**src/rtl/alu64_pkg.sv**
```systemverilog
// Shared opcode constants and command/result payload types for the ALU issue stage.
package alu64_pkg;
   localparam logic [3:0] OP_ADD = 4'h0;
   localparam logic [3:0] OP_NOP = 4'h1;

   typedef struct packed {
      logic [63:0] a;
      logic [63:0] b;
      logic [3:0]  op;
   } alu_cmd_t;

   typedef struct packed {
      logic [63:0] result;
      logic [3:0]  op;
   } alu_res_t;
endpackage

```
**src/rtl/alu64_issue_if.sv**
```systemverilog
// Command-in and result-out handshakes of the ALU issue stage.
interface alu64_issue_if;
   logic        in_valid;
   logic        in_ready;
   logic [63:0] in_a;
   logic [63:0] in_b;
   logic [3:0]  in_op;
   logic        out_valid;
   logic        out_ready;
   logic [63:0] out_result;
   logic [3:0]  out_op;

   modport master (
      output in_valid, in_a, in_b, in_op, out_ready,
      input  in_ready, out_valid, out_result, out_op
   );

   modport slave (
      input  in_valid, in_a, in_b, in_op, out_ready,
      output in_ready, out_valid, out_result, out_op
   );
endinterface

```
**src/rtl/alu64_fifo.sv**
```systemverilog
// Synchronous FIFO, power-of-two depth; head data reads as zero while empty.
module alu64_fifo #(
   parameter int WIDTH = 8,
   parameter int DEPTH = 4
) (
   input  logic                   clk,
   input  logic                   rst_n,
   input  logic                   push,
   input  logic [WIDTH-1:0]       wdata,
   input  logic                   pop,
   output logic [WIDTH-1:0]       rdata,
   output logic [$clog2(DEPTH):0] count,
   output logic                   empty
);
   localparam int AW = $clog2(DEPTH);
   localparam int CW = AW + 1;

   logic [WIDTH-1:0] mem_q [DEPTH];
   logic [AW-1:0]    wr_ptr_q, wr_ptr_d, rd_ptr_q, rd_ptr_d;
   logic [CW-1:0]    count_q, count_d;
   logic             full, do_push, do_pop;

   assign empty   = (count_q == '0);
   assign full    = (count_q == CW'(DEPTH));
   assign do_pop  = pop && !empty;
   // A push into a full FIFO is allowed only when the head leaves in the same cycle.
   assign do_push = push && (!full || do_pop);

   always_comb begin
      wr_ptr_d = wr_ptr_q;
      rd_ptr_d = rd_ptr_q;
      if (do_push) wr_ptr_d = wr_ptr_q + AW'(1);
      if (do_pop)  rd_ptr_d = rd_ptr_q + AW'(1);
      count_d = count_q + CW'(do_push) - CW'(do_pop);
   end

   always_ff @(posedge clk or negedge rst_n) begin
      if (!rst_n) begin
         wr_ptr_q <= '0;
         rd_ptr_q <= '0;
         count_q  <= '0;
      end else begin
         wr_ptr_q <= wr_ptr_d;
         rd_ptr_q <= rd_ptr_d;
         count_q  <= count_d;
      end
   end

   always_ff @(posedge clk) begin
      if (do_push) mem_q[wr_ptr_q] <= wdata;
   end

   assign rdata = empty ? '0 : mem_q[rd_ptr_q];
   assign count = count_q;
endmodule

```
**src/rtl/alu64_issue.sv**
```systemverilog
// Issue stage: command FIFO -> registered ALU -> result buffer, strictly in order.
module alu64_issue
   import alu64_pkg::*;
#(
   parameter int DEPTH     = 4,
   parameter int RES_DEPTH = 2
) (
   input  logic                   clk,
   input  logic                   rst_n,
   alu64_issue_if.slave           io,
   output logic [63:0]            alu_a,
   output logic [63:0]            alu_b,
   output logic [3:0]             alu_op,
   input  logic [63:0]            alu_result,
   output logic [$clog2(DEPTH):0] cmd_count
);
   localparam int CW  = $clog2(DEPTH) + 1;
   localparam int RCW = $clog2(RES_DEPTH) + 1;
   localparam int OW  = RCW + 1;

   alu_cmd_t       cmd_in, cmd_head;
   alu_res_t       res_in, res_head;
   logic [RCW-1:0] res_count;
   logic [OW-1:0]  res_occ;
   logic           cmd_empty, res_empty, cmd_push, out_pop, issue;
   logic           inflight_q, inflight_d;
   logic [3:0]     inflight_op_q, inflight_op_d;

   assign io.in_ready = (cmd_count < CW'(DEPTH)) && rst_n;
   assign cmd_push    = io.in_valid && io.in_ready;
   assign out_pop     = io.out_valid && io.out_ready;
   assign cmd_in      = '{a: io.in_a, b: io.in_b, op: io.in_op};
   assign res_in      = '{result: alu_result, op: inflight_op_q};

   alu64_fifo #(.WIDTH($bits(alu_cmd_t)), .DEPTH(DEPTH)) u_cmd_fifo (
      .clk(clk), .rst_n(rst_n),
      .push(cmd_push), .wdata(cmd_in),
      .pop(issue), .rdata(cmd_head),
      .count(cmd_count), .empty(cmd_empty)
   );

   always_comb begin
      // Results already buffered plus the one in the ALU must leave room for this one.
      res_occ       = OW'(res_count) + OW'(inflight_q) - OW'(out_pop);
      issue         = !cmd_empty && (res_occ < OW'(RES_DEPTH));
      alu_a         = '0;
      alu_b         = '0;
      alu_op        = OP_NOP;
      inflight_d    = issue;
      inflight_op_d = inflight_op_q;
      if (issue) begin
         alu_a         = cmd_head.a;
         alu_b         = cmd_head.b;
         alu_op        = cmd_head.op;
         inflight_op_d = cmd_head.op;
      end
   end

   always_ff @(posedge clk or negedge rst_n) begin
      if (!rst_n) begin
         inflight_q    <= 1'b0;
         inflight_op_q <= '0;
      end else begin
         inflight_q    <= inflight_d;
         inflight_op_q <= inflight_op_d;
      end
   end

   // The issue gate guarantees a free slot whenever an in-flight result lands.
   alu64_fifo #(.WIDTH($bits(alu_res_t)), .DEPTH(RES_DEPTH)) u_res_fifo (
      .clk(clk), .rst_n(rst_n),
      .push(inflight_q), .wdata(res_in),
      .pop(out_pop), .rdata(res_head),
      .count(res_count), .empty(res_empty)
   );

   assign io.out_valid  = !res_empty;
   assign io.out_result = res_head.result;
   assign io.out_op     = res_head.op;
endmodule

```
**src/flat_wrapper.sv**
```systemverilog
// flat-port wrapper written by rule: the top's interface ports become plain ports
module alu64_issue_flat import alu64_pkg::*;
#(
   parameter int DEPTH     = 4,
   parameter int RES_DEPTH = 2
)
  (clk, rst_n, alu_a, alu_b, alu_op, alu_result, cmd_count, io_in_valid, io_in_a, io_in_b, io_in_op, io_out_ready, io_in_ready, io_out_valid, io_out_result, io_out_op);
  alu64_issue_if io_i ();
  input  logic clk;
  input  logic rst_n;
  output logic [63:0] alu_a;
  output logic [63:0] alu_b;
  output logic [3:0] alu_op;
  input  logic [63:0] alu_result;
  output logic [$clog2(DEPTH):0] cmd_count;
  input wire logic [$bits(io_i.in_valid)-1:0] io_in_valid;
  input wire logic [$bits(io_i.in_a)-1:0] io_in_a;
  input wire logic [$bits(io_i.in_b)-1:0] io_in_b;
  input wire logic [$bits(io_i.in_op)-1:0] io_in_op;
  input wire logic [$bits(io_i.out_ready)-1:0] io_out_ready;
  output wire logic [$bits(io_i.in_ready)-1:0] io_in_ready;
  output wire logic [$bits(io_i.out_valid)-1:0] io_out_valid;
  output wire logic [$bits(io_i.out_result)-1:0] io_out_result;
  output wire logic [$bits(io_i.out_op)-1:0] io_out_op;
  assign io_i.in_valid = io_in_valid;
  assign io_i.in_a = io_in_a;
  assign io_i.in_b = io_in_b;
  assign io_i.in_op = io_in_op;
  assign io_i.out_ready = io_out_ready;
  assign io_in_ready = io_i.in_ready;
  assign io_out_valid = io_i.out_valid;
  assign io_out_result = io_i.out_result;
  assign io_out_op = io_i.out_op;
  alu64_issue #(.DEPTH(DEPTH), .RES_DEPTH(RES_DEPTH)) u_core (.clk(clk), .rst_n(rst_n), .io(io_i), .alu_a(alu_a), .alu_b(alu_b), .alu_op(alu_op), .alu_result(alu_result), .cmd_count(cmd_count));
endmodule
```
**config.mk**
```make
export PLATFORM = sky130hd
export DESIGN_NAME = alu64_issue_flat
export DESIGN_NICKNAME = d
export VERILOG_FILES = /design/src/rtl/alu64_pkg.sv /design/src/rtl/alu64_issue_if.sv /design/src/rtl/alu64_fifo.sv /design/src/rtl/alu64_issue.sv /design/src/flat_wrapper.sv
export SDC_FILE = /design/constraint.sdc
export NUM_CORES = 1
export LEC_CHECK = 0
export CAP_MARGIN = 20
export CORE_ASPECT_RATIO = 0.75
export CORE_MARGIN = 2
export CORE_UTILIZATION = 55
export DETAILED_ROUTE_END_ITERATION = 7
export GPL_TIMING_DRIVEN = 0
export PLACE_DENSITY = 0.85
export SLEW_MARGIN = 40
export SYNTH_ARGS = -nofsm -noshare
export SYNTH_HDL_FRONTEND = slang
export SYNTH_SLANG_ARGS = --single-unit
```
**constraint.sdc**
```tcl
create_clock -name clk -period 13.9 [get_ports clk]
set_clock_uncertainty 0.2 [all_clocks]
set_input_delay 4.17 -clock clk [delete_from_list [all_inputs] [get_ports clk]]
set_output_delay 4.17 -clock clk [all_outputs]
set_load 0.02 [all_outputs]
```
Yosys cells after proc, flatten, opt, wreduce, memory -nomap -nowiden

Memories as Yosys holds them, arrays and structs flattened.
Index checks and enable logic that the tools add are counted.
W data, S select, Z words.

Add/subtract/negate cells: 10
$lt $le $gt $ge: 2
Eq/ne operators: 2
Mux-type cells: 9
Reduce and logical (&&, ||, !) cells: 16

Operators by type and width:

| operator              | count |
|---|---|
| $mux W132             | 1 |
| $mux W64              | 2 |
| $mux W68              | 1 |
| $logic_and A1 B1 Y1   | 8 |
| $sub A3 B1 Y3         | 2 |
| $add A2 B1 Y2 const B | 2 |
| $logic_not A1 Y1      | 4 |
| $mux W1               | 4 |
| $mux W4               | 1 |
| $add A2 B1 Y3         | 1 |
| $add A3 B1 Y3         | 1 |
| $eq A3 B3 Y1 const B  | 1 |
| $logic_not A3 Y1      | 1 |
| $lt A3 B2 Y1 const B  | 1 |
| $lt A3 B3 Y1 const B  | 1 |
| $add A1 B1 Y1 const B | 2 |
| $add A2 B1 Y2         | 1 |
| $eq A2 B2 Y1 const B  | 1 |
| $logic_not A2 Y1      | 1 |
| $logic_or A1 B1 Y1    | 2 |
| $sub A2 B1 Y2         | 1 |

Flip-flop bits (word level): 16
Memory bits (writable): 664
Bits of input ports: 200
Output and inout port bits: 205
Memories: 2

Memories:

| name                    | words | width | read ports | clocked after Yosys merged registers in | wr ports | RTL line         | RTL |
|---|---|---|---|---|---|---|---|
| u_core.u_cmd_fifo.mem_q | 4     | 132   | 1          | 0                                       | 1        | alu64_fifo.sv:18 | `logic [WIDTH-1:0] mem_q [DEPTH];` |
| u_core.u_res_fifo.mem_q | 2     | 68    | 1          | 0                                       | 1        | alu64_fifo.sv:18 |  |

Longest topological paths before layout

Gate-level depths: netlist of run 1.

Depth in word-level cells: 11
Mapped depth: 15
Gate-level depth less buffers: 14

By module

A second synthesis of run 1 with hierarchy kept.

Cell total of the unflattened synthesis: 1347
Area total of the unflattened synthesis: 26843.2 µm²

Modules (own cells, without submodules):

| module                         | times used | cells each | area each (µm²) | seq. area each (µm²) |
|---|---|---|---|---|
| alu64_fifo (u_core.u_cmd_fifo) | 1          | 873        | 20313.2         | 16030.4 |
| alu64_fifo (u_core.u_res_fifo) | 1          | 308        | 5367.6          | 4184.0 |
| alu64_issue                    | 1          | 166        | 1162.4          | 125.1 |

Worst setup path after synthesis of run 1

No wires, ideal clock.

Path type: input port to output port
From: in io_out_ready
To: out alu_a[27]
Arrival time: 6.185 ns
Required time: 9.530 ns
Setup slack: 3.345 ns
Stages: 10
Cells stage by stage: and2_1 ha_1 nand2b_1 fa_1 xnor2_2 nand3_2 inv_2 buf_6 clkbuf_1 and2_1

Longest elaborated chain between the ends: 5

Ends and longest elaborated chain:

| what                | RTL line           | RTL |
|---|---|---|
| from (decl)         | flat_wrapper.sv:20 | `input wire logic [$bits(io_i.out_ready)-1:0] io_out_ready;` |
| $logic_and A1 B1 Y1 | alu64_issue.sv:31  | `assign out_pop = io.out_valid && io.out_ready;` |
| $sub A3 B1 Y3       | alu64_issue.sv:44  | `res_occ = OW'(res_count) + OW'(inflight_q) - OW'(out_pop);` |
| $lt A3 B2 Y1        | alu64_issue.sv:45  | `issue = !cmd_empty && (res_occ < OW'(RES_DEPTH));` |
| $logic_and A1 B1 Y1 | alu64_issue.sv:45  |  |
| $mux W64            | alu64_issue.sv:51  | `if (issue) begin` |
| to (decl)           | flat_wrapper.sv:11 | `output logic [63:0] alu_a;` |

No other way between the ends.

Final worst setup path of run 1

From: in io_out_ready
To: out alu_b[22]

Longest elaborated chain between the ends: 5

Ends and longest elaborated chain:

| what                | RTL line           | RTL |
|---|---|---|
| $logic_and A1 B1 Y1 | alu64_issue.sv:31  |  |
| $sub A3 B1 Y3       | alu64_issue.sv:44  |  |
| $lt A3 B2 Y1        | alu64_issue.sv:45  |  |
| $logic_and A1 B1 Y1 | alu64_issue.sv:45  |  |
| $mux W64            | alu64_issue.sv:51  |  |
| to (decl)           | flat_wrapper.sv:12 | `output logic [63:0] alu_b;` |

No other way between the ends.

==> impl_results.md, run 1 <==
* CTS tree: done
* Status: completed
* Commonest non-fill, non-tap cell in the layout: edfxtp_1
* Met1 WL at 22.34 mm
* Fin crit period at 12.35 ns
* Slew Viols, Final at 0
* Max FO, Critical Path at 10
* CTS clk-pin slew, worst paths at 0.06 ns
* P&R area growth vs syn at 27.83%
* Worst hold path type: reg2reg
* Sequential-to-total area share from yosys stat at 0.7860
* CP arrival at 7.98 ns
* Width of the chip at 254.5 µm
* Ys flop type: edfxtp_1
* Relative slew slack at 0.4493
* Critical path launch point type: input port
* Total power at 0.007288 W
* Data required, critical path at 9.53 ns
* Post-CTS resize count at 0
* IO buf count at 404
* Pleak at 11.02 nW
* Die span in y at 191.9 µm
* Finish-stage setup viols at 0
* Routed Antenna Nets at 0
* Clk sinks at 680
* Total GRT Usage at 0.2358
* Synth Register Bits at 680
* Clock Tree Root: clkbuf_16
* Core Footprint at 0.04620 mm²
* Syn Area/Cell at 21.64 µm²
* Synthesized net count at 1,407
* Simple-Gate Fraction of Synth Area at 0.04598
* Yosys warning total at 0
* Vias/cell at 5.588
* Core Rows at 68
* GRT overflow at 0
* Tcrit/Tclk final at 0.8884
* Synth Area in Adders at 0.005899
* Count of cell types in the netlist at 30
* Initial DRC Count at 1,101
* Mapped Area at 0.02588 mm²
* Synth top area share at 0.7705
* Max cap viols at 0
* Synth top area cells: edfxtp_1, mux4_2, and2_1, mux2i_1, dfrtp_1
* Nets at 1,900
* First-pass GRT wire length at 84.08 mm
* Share of cells above drive strength 1 at 0.1622
* Crit Path Category: in2out
* Vias in the first global route at 13,840
* Worst-margin pin slew at 0.8191 ns
* Via count at 13,250
* GPL Wtd Cong at 0.7566
* Max VDD drop at 0.1621 mV
* Setup Buffers After CTS at 0
* XOR/XNOR share of the synthesized area at 0.003675
* RSZ-0062 raised after global routing: no
* Asr flop ratio synth at 0.02353
* Final wirelength at 58.07 mm
* WL met3 at 5.424 mm
* Crit end category: primary output
* I/O pin count at 405
* Pwr/cell area at 220.3 mW/mm²
* Gate Count Post-Synth at 1,196
* Placed Instance Area at 0.03131 mm²
* Post-CTS Hold Fix Bufs at 0
* Layout Utilization at 0.7160
* Fill cells at 2,688
* Post-route cell area at 0.03308 mm²
* HPWL Detailed at 38.72 mm
* Post-DR wirelength/cell at 24.49 µm
* Upper clock frequency limit at 80.98 MHz
* Starting Density at 0.5602
* Hold slack at 0.2796 ns
* Post-synthesis mux area share at 0.1422
* Die ar. at 0.04882 mm²
* CTS H-tree depth at 2
* Residual DRC at 0
* DRT Pass-1 Iters at 5
* Setup_tns at 0 ns
* CTS buffer count at 61
* Met2 WL at 28.75 mm
* Largest family of logic cells by synthesized area: multiplexers
* CTS Buffer Depth at 3
* Largest net degree at the start of global routing at 37
* Compound-cell area share of the yosys netlist at 0.001354
* Initial antenna violation count at 11
* Top cell type by total area after synthesis: edfxtp_1
* Final hold vios at 0
* Post-synth EDFFs at 664
* Max Used Layer: met5
* Worst skew pair latency at 0.62 ns
* Most frequent cells in the layout: edfxtp_1, clkdlybuf4s50_1, mux4_2, and2_1, nor2_1
## cell families (layout without fill, tap and decap cells)
kind of cell,Yosys count,in the layout
muxes,202,202
xor gates and xnor gates,10,10
buffers and inverters,71,607
and+or+nand+nor,217,217
adders and majority gates,11,11
other,0,9
AOI/OAI and AO/OA,5,5
DFF,680,680
## layer usage
metal / track usage / vias up
met2: 0.3887 / 543
met5: 0 / -
met4: 0.07670 / 6
met3: 0.07684 / 99
met1: 0.2993 / 6835
li1: - / 5766
## synthesized netlist by cell type, types with 2 or more instances
cell	number
mux2i_1	68
inv_1	11
and2_1	130
a21o_1	3
mux4_2	132
xnor2_1	5
edfxtp_1	664
buf_1	2
nand2b_1	2
nor2_1	73
and3_1	4
ha_1	9
dfrtp_1	16
fa_1	2
buf_6	12
buf_2	24
clkbuf_1	21
and4_1	3
xor2_1	4
## registers in the layout, indices dropped and copies added, names as in the netlist
signal	count
u_core.u_cmd_fifo.mem_q	528
u_core.inflight_q	1
u_core.inflight_op_q	4
u_core.u_res_fifo.mem_q	136
u_core.u_cmd_fifo.count	3
u_core.u_res_fifo.wr_ptr_q	1
u_core.u_res_fifo.count	2
u_core.u_res_fifo.rd_ptr_q	1
u_core.u_cmd_fifo.rd_ptr_q	2
u_core.u_cmd_fifo.wr_ptr_q	2
## power breakdown
part	switching, W	internal (W)
Clock	0.000702	0.000811
Sequential	0.0000668	0.00249
Combinational	0.00173	0.00149
Total	0.00250	0.00479
## layout make-up
type | count | area, µm² | share of cell area
Inverter | 12 | 45.04 | 0.001362
Timing Repair Buffer | 430 | 4602 | 0.1391
Clock inverter | 29 | 146.4 | 0.004425
Antenna cell | 9 | 22.52 | 0.0006808
Sequential cell | 680 | 20340 | 0.6148
Buffer | 59 | 341.6 | 0.01033
Multi-Input combinational cell | 445 | 5187 | 0.1568
Tap cell | 630 | 788.3 | 0.02383
Clock buffer | 77 | 1608 | 0.04860
## worst max-delay path: stages
cell and delay (ns):
clkdlybuf4s50_1 0.55, and2_1 0.20, ha_1 0.23, nand2b_1 0.15, fa_1 0.41, xnor2_2 0.27, nand3_2 0.21, inv_2 0.22
buf_6 0.25, clkbuf_1 0.41, and2_1 0.25, clkdlybuf4s50_1 0.64
## stage by stage
stage,worst slack (ns),cells
after floorplan,3.345,1196
after global placement,1.618,2230
after detailed placement,1.554,2256
after CTS,1.542,2362
after global routing,1.309,2366
final,1.551,2371
## final timing paths
check | cells past startpoint | end | startpoint | slack, ns
max | 12 | alu_b[22] | io_out_ready | 1.55
min | 0 | u_core.u_res_fifo.mem_q[0][2] | u_core.inflight_op_q[2] | 0.28
max reg2reg | 14 | u_core.u_cmd_fifo.count[1] | u_core.u_res_fifo.count[1] | 9.05
min reg2reg | 0 | u_core.u_res_fifo.mem_q[0][2] | u_core.inflight_op_q[2] | 0.28
max in group asynchronous | 1 | u_core.u_cmd_fifo.wr_ptr_q[1] | rst_n | 9.96
min in group asynchronous | 1 | u_core.u_res_fifo.rd_ptr_q | rst_n | 3.26
Power figures use the tool's default switching activity.
==> run 2, diff against run 1 <==
CORE_UTILIZATION = 33   (was 55)
DONT_BUFFER_PORTS = 1   (was not set)
PLACE_DENSITY = 0.51   (was 0.85)
SLEW_MARGIN = not set   (was 40)
==> run 2 against run 1 <==
Die area rose by 65%. Clock-buffer cell count rose by 17. Worst setup slack improved by 0.74 ns. Routed wire length fell by 0.46%.
==> impl_results.md, run 2 (synthesized netlist as in run 1, its figures left out) <==
* Status: completed
* Width of the chip at 327.4 µm (+29%)
* Worst-margin pin slew at 0.9786 ns (+0.1596 ns)
* Upper clock frequency limit at 86.13 MHz (+6.4%)
* Nets at 1,495 (-21%)
* Vias in the first global route at 12,150 (-12%)
* Worst r2r src: u_core.u_res_fifo.count[1]
* I/O pin count at 405 (unchanged)
* CTS buffer count at 72 (+18%)
* Hold_sp: u_core.inflight_op_q[2]
* Clock Tree Root: clkbuf_16
* Crit Path Category: in2out
* Via count at 11,360 (-14%)
* Internal power at 0.004339 W (-9.4%)
* Pleak at 9.676 nW (-12%)
* Vias/cell at 4.777 (-15%)
* Fin crit period at 11.61 ns (-0.7386 ns)
* Hold slack at 0.2805 ns (+0.0008640 ns)
* Die ar. at 0.08070 mm² (+65%)
* Reg2reg setup slack at 8.67 ns (-0.38 ns)
* Worst hold path type: reg2reg
* Share of cells above drive strength 1 at 0.2191 (+0.05684)
* HPWL Detailed at 38.16 mm (-1.5%)
* Setup Buffers After CTS at 0 (unchanged)
* CTS clk-pin slew, worst paths at 0.06 ns (about the same)
* Layout Utilization at 0.3863 (-0.3297)
* Max FO, Critical Path at 10 (unchanged)
* Largest net degree at the start of global routing at 54 (+46%)
* GPL Wtd Cong at 0.7513 (-0.70%)
* Core Rows at 88 (+29%)
* Clk sinks at 680 (unchanged)
* Commonest non-fill, non-tap cell in the layout: edfxtp_1
* P&R area growth vs syn at 15.39%
* Initial antenna violation count at 0 (-11)
* Slew Viols, Final at 0 (unchanged)
* Max VDD drop at 0.1012 mV (-38%)
* Footprint of the multi-input gates at 0.005187 mm² (unchanged)
* Post-CTS Hold Fix Bufs at 0 (unchanged)
* Tcrit/Tclk final at 0.8353 (-0.05314)
* Seq pwr share at 0.376 (+0.025)
* Initial DRC Count at 665 (-40%)
* Post-DR wirelength/cell at 24.31 µm (-0.75%)
* Finish-stage setup viols at 0 (unchanged)
* Starting Density at 0.3348 (-0.2253)
* Final wirelength at 57.81 mm (-0.46%)
* IO buf count at 0 (-100%)
* FF-to-FF End: u_core.u_cmd_fifo.count[2]
* Place WS at 2.218 ns (+0.6639 ns)
* GRT overflow at 0 (unchanged)
* R2R cell count at 15 (+1)
* Die span in y at 246.5 µm (+28%)
* CP arrival at 7.24 ns (-0.74 ns)
* Net Sw Power at 0.002460 W (-1.5%)
* Residual DRC at 0 (unchanged)
* Setup_tns at 0 ns (unchanged)
* Core Footprint at 0.07729 mm² (+67%)
* Switching Fraction at 0.3618 (+0.01922)
* Fill cells at 7,000 (+160%)
* Pwr/cell area at 227.7 mW/mm² (+3.3%)
* First-pass GRT wire length at 83.16 mm (-1.1%)
* Max reg flops at 528 (unchanged)
* Critical path launch point type: input port
* Largest Register: u_core.u_cmd_fifo.mem_q
* Final worst slack at 2.290 ns (+0.7386 ns)
* Worst skew pair latency at 0.61 ns (about the same)
* Total GRT Usage at 0.1430 (-0.09286)
* Most frequent cells in the layout: edfxtp_1, mux4_2, and2_1, clkbuf_16, nor2_1
* Routed Antenna Nets at 0 (unchanged)
* Worst Hold End: u_core.u_res_fifo.mem_q[1][2]
* CTS H-tree depth at 3 (+1)
* Crit end category: primary output
* Seq. cell area at 0.02034 mm² (unchanged)
* DRT Pass-1 Iters at 7 (+2)
* Combinational share of power at 0.348 (-0.093)
* RSZ-0062 raised after global routing: no
* Top Registers: u_core.u_cmd_fifo.mem_q: 528 flops, u_core.u_res_fifo.mem_q: 136 flops, u_core.inflight_op_q: 4 flops
* Clock power share at 0.276 (+0.068)
* CTS Buffer Depth at 3 (unchanged)
* Hold Path Cell Cnt at 0 (unchanged)
* Max cap viols at 0 (unchanged)
* CTS tree: done
* Data required, critical path at 9.53 ns (about the same)
* Final hold vios at 0 (unchanged)
* Relative slew slack at 0.3476 (-0.1017)
* Post-CTS resize count at 0 (unchanged)
run 2: area by class of cell:
| cell class | count | area share |
|---|---|---|
| flip-flops and latches | 680 | 0.6811 |
| multi-input cells | 445 | 0.1737 |
| clock buffers | 94 | 0.06415 |
| well taps | 1035 | 0.04337 |
| clock inverters | 38 | 0.01295 |
| repair buffers | 14 | 0.01165 |
| plain buffers | 59 | 0.01144 |
| inverters | 12 | 0.001508 |
| diodes | 1 | 0.00008380 |
run 2: worst max-delay path by stage:
stage | startpoint | end | cells after the start
4_1_cts | io_out_ready | alu_b[4] | 10
2_1_floorplan | io_out_ready | alu_a[27] | 10
5_1_grt | io_out_ready | alu_b[4] | 10
3_3_place_gp | rst_n | u_core.u_cmd_fifo.mem_q[2][87] | 2
6_report | io_out_ready | alu_b[4] | 10
3_5_place_dp | io_out_ready | alu_b[4] | 10
run 2: power by group through the flow:
stage               Sequential [W]  Clock (W)  Combinational (W)
finish                     0.00256    0.00187            0.00237
global route               0.00258    0.00201            0.00258
CTS                        0.00256    0.00194            0.00247
detailed placement         0.00260          0            0.00246
global placement           0.00265          0            0.00241
floorplan                  0.00261          0            0.00179
run 2: critical path, stage by stage:
cell and delay [ns]:
and2_1 0.16, ha_1 0.29, nand2b_1 0.15, fa_1 0.41, xnor2_2 0.32, nand3_2 0.23, inv_2 0.24, buf_6 0.24
clkbuf_1 0.47, and2_1 0.54
run 2: routing by layer:
metal / vias up / share of wire / GRT usage
met5: - / 0 / 0
met3: 86 / 0.10 / 0.06667
met1: 5980 / 0.39 / 0.1672
met2: 323 / 0.49 / 0.2351
li1: 4970 / - / -
met4: 0 / 0.023 / 0.04250
run 2: metrics by stage:
| step | instance area [µm²] | instances | power [W] |
|---|---|---|---|
| 2_1_floorplan | 25880 | 1196 | 0.004400 |
| 3_5_place_dp | 27560 | 2245 | 0.005064 |
| 3_3_place_gp | 27170 | 2231 | 0.005060 |
| 4_1_cts | 29860 | 2377 | 0.006962 |
| 6_report | 29860 | 2378 | 0.006798 |
| 5_1_grt | 29860 | 2377 | 0.007170 |
==> edit: new RTL, flow settings as in run 2 <==
Put a register stage on the output `cmd_count`, with the module's reset. The value now appears one clock later. The other outputs are not delayed to match.
--- a/src/rtl/alu64_issue.sv
+++ b/src/rtl/alu64_issue.sv
@@ -19,4 +19,6 @@
    localparam int OW  = RCW + 1;
 
+   logic [$clog2(DEPTH):0] cmd_count_d;
+
    alu_cmd_t       cmd_in, cmd_head;
    alu_res_t       res_in, res_head;
@@ -27,5 +29,5 @@
    logic [3:0]     inflight_op_q, inflight_op_d;
 
-   assign io.in_ready = (cmd_count < CW'(DEPTH)) && rst_n;
+   assign io.in_ready = (cmd_count_d < CW'(DEPTH)) && rst_n;
    assign cmd_push    = io.in_valid && io.in_ready;
    assign out_pop     = io.out_valid && io.out_ready;
@@ -37,5 +39,5 @@
       .push(cmd_push), .wdata(cmd_in),
       .pop(issue), .rdata(cmd_head),
-      .count(cmd_count), .empty(cmd_empty)
+      .count(cmd_count_d), .empty(cmd_empty)
    );
 
@@ -78,4 +80,12 @@
    assign io.out_result = res_head.result;
    assign io.out_op     = res_head.op;
+   always_ff @(posedge clk or negedge rst_n) begin
+      if (!rst_n) begin
+         cmd_count <= '0;
+      end else begin
+         cmd_count <= cmd_count_d;
+      end
+   end
+
 endmodule
 
Check against the original RTL: not equivalent (Yosys sat finds a counterexample within 4 cycles, from zero or initial values and one cycle with rst_n low).
==> edit against run 2 <==
  * Setup slack gained 0.36 ns
  * Total power decreased by 0.25%
  * First-iteration DRC count fell by 5.9%
  * Routed wire length fell by 0.18%
  * Sequential cell count up 3
  * Area after synthesis grew 0.33%
  * Sequential power about the same
  * Final area up 0.36%
  * Clock power fell by 3%
  * Largest power group unchanged
==> edit: results (changes against run 2) <==
| Metric | Value |
|---|---|
| Status | `completed` |
| WL met2 | `28.0 mm (-0.88%)` |
| DRT met1 WL | `23.0 mm (+2.4%)` |
| Post-detailed-placement half-perimeter wirelength | `38.0 mm (-0.30%)` |
| Xor-xnor portion of the synthesized cell area | `0.366% (-0.0012 points)` |
| Fraction of synthesized area in multiplexers | `14.2% (-0.047 points)` |
| Placed insts | `2,262 (+0.76%)` |
| Critical path peak fanout | `11 (+1)` |
| Total GRT Usage | `14.1% (-0.23 points)` |
| Setup crit start kind | `input pin` |
| Critical Path AT | `6.88 ns (-0.36 ns)` |
| Syn nets | `1,410 (+0.21%)` |
| Hold Path Sink | `u_core.cmd_count[0]$_DFF_PN0_` |
| Ranking of synthesized cells by area | `edfxtp_1, mux4_2, and2_1` |
| Worst Setup EP | `alu_a[54]` |
| Grt met3 use | `6.19% (-0.47 points)` |
| Routing usage on met1 | `17.1% (+0.35 points)` |
| RePlAce Congestion | `0.702 (-6.6%)` |
| Library cells used by synthesis | `31 (+3.3%)` |
| Flop-to-flop setup slack | `8.78 ns (+0.11 ns)` |
| Reg2Reg Capture Point | `u_core.u_cmd_fifo.count[1]$_DFF_PN0_` |
| Non-filler instance count after layout | `2,396 (+0.76%)` |
| Adder-cell share of the synthesized area | `0.588% (-0.0020 points)` |
| Drt initial violations | `626 (-5.9%)` |
| Initial antenna violation count | `3 (+3)` |
| Nets | `1,501 (+0.40%)` |
| Hold WS | `0.231 ns (-0.0493 ns)` |
| Slew headroom | `36.7% (+1.9 points)` |
| Static Leakage | `9.76 nW (+0.85%)` |
| Vias in the first global route | `12,006 (-1.2%)` |
| Drt total wl | `57.7 mm (-0.18%)` |
| Fmax achieved | `88.9 MHz (+3.2%)` |
| Largest net degree at the start of global routing | `50 (-7.4%)` |
| IR drop worst, VDD | `0.104 mV (+2.9%)` |
| Seq/Total Area, Yosys | `78.6% (about the same)` |
| Hold Startpoint | `u_core.u_cmd_fifo.count[0]$_DFF_PN0_` |
| DRT Pass-1 Iters | `4 (-3)` |
| Clock Tree Root | `clkbuf_16` |
| Vias | `11,364 (+0.044%)` |
| Layout cells sized above 1 | `22.5% (+0.57 points)` |
| Input/output buffers | `0 (unchanged)` |
| R2r worst-path depth | `14 (-1)` |
| M2 GR Usage | `22.7% (-0.83 points)` |
| Met3 routed wirelength | `5.46 mm (-6.0%)` |
| Place WS | `2.57 ns (+0.356 ns)` |
| Asr flop ratio synth | `2.78% (+0.43 points)` |
| Compound-Gate Fraction of Synth Area | `0.135% (-0.00045 points)` |
| Area post-placement | `0.0277 mm2 (+0.62%)` |
| First-pass GRT wire length | `82.8 mm (-0.40%)` |
edit: changes by cell type in the layout (fill, tap and decap cells not counted), moves of 3 or more:
cell        before  now
clkbuf_1        41   34
buf_2           24   31
clkinvlp_4       4    1
bufinv_16        6    2
dfrtp_1         16   19
edit: power breakdown:
part | internal [mW] | switching [mW] | leakage (nW) | total [mW]
clock | 1.04 | 0.783 | 1.09 | 1.82
combinational | 0.771 | 1.61 | 2.43 | 2.38
sequential | 2.51 | 0.0665 | 6.24 | 2.57
edit: critical path, cell delays in order:
cell      delay, ns
and2_1         0.14
ha_1           0.28
nand2b_1       0.15
fa_1           0.40
xnor2_2        0.25
nand3_2        0.23
inv_2          0.19
clkbuf_1       0.59
and2_1         0.47
edit: area by class of cell:
type,instances,area [um2]
diodes,2,5.00
plain buffers,59,353
clock buffers,98,1970
clock inverters,34,263
fillers,7080,48300
inverters,12,45.0
multi-input cells,445,5190
flip-flops and latches,683,20400
well taps,1046,1310
repair buffers,17,418
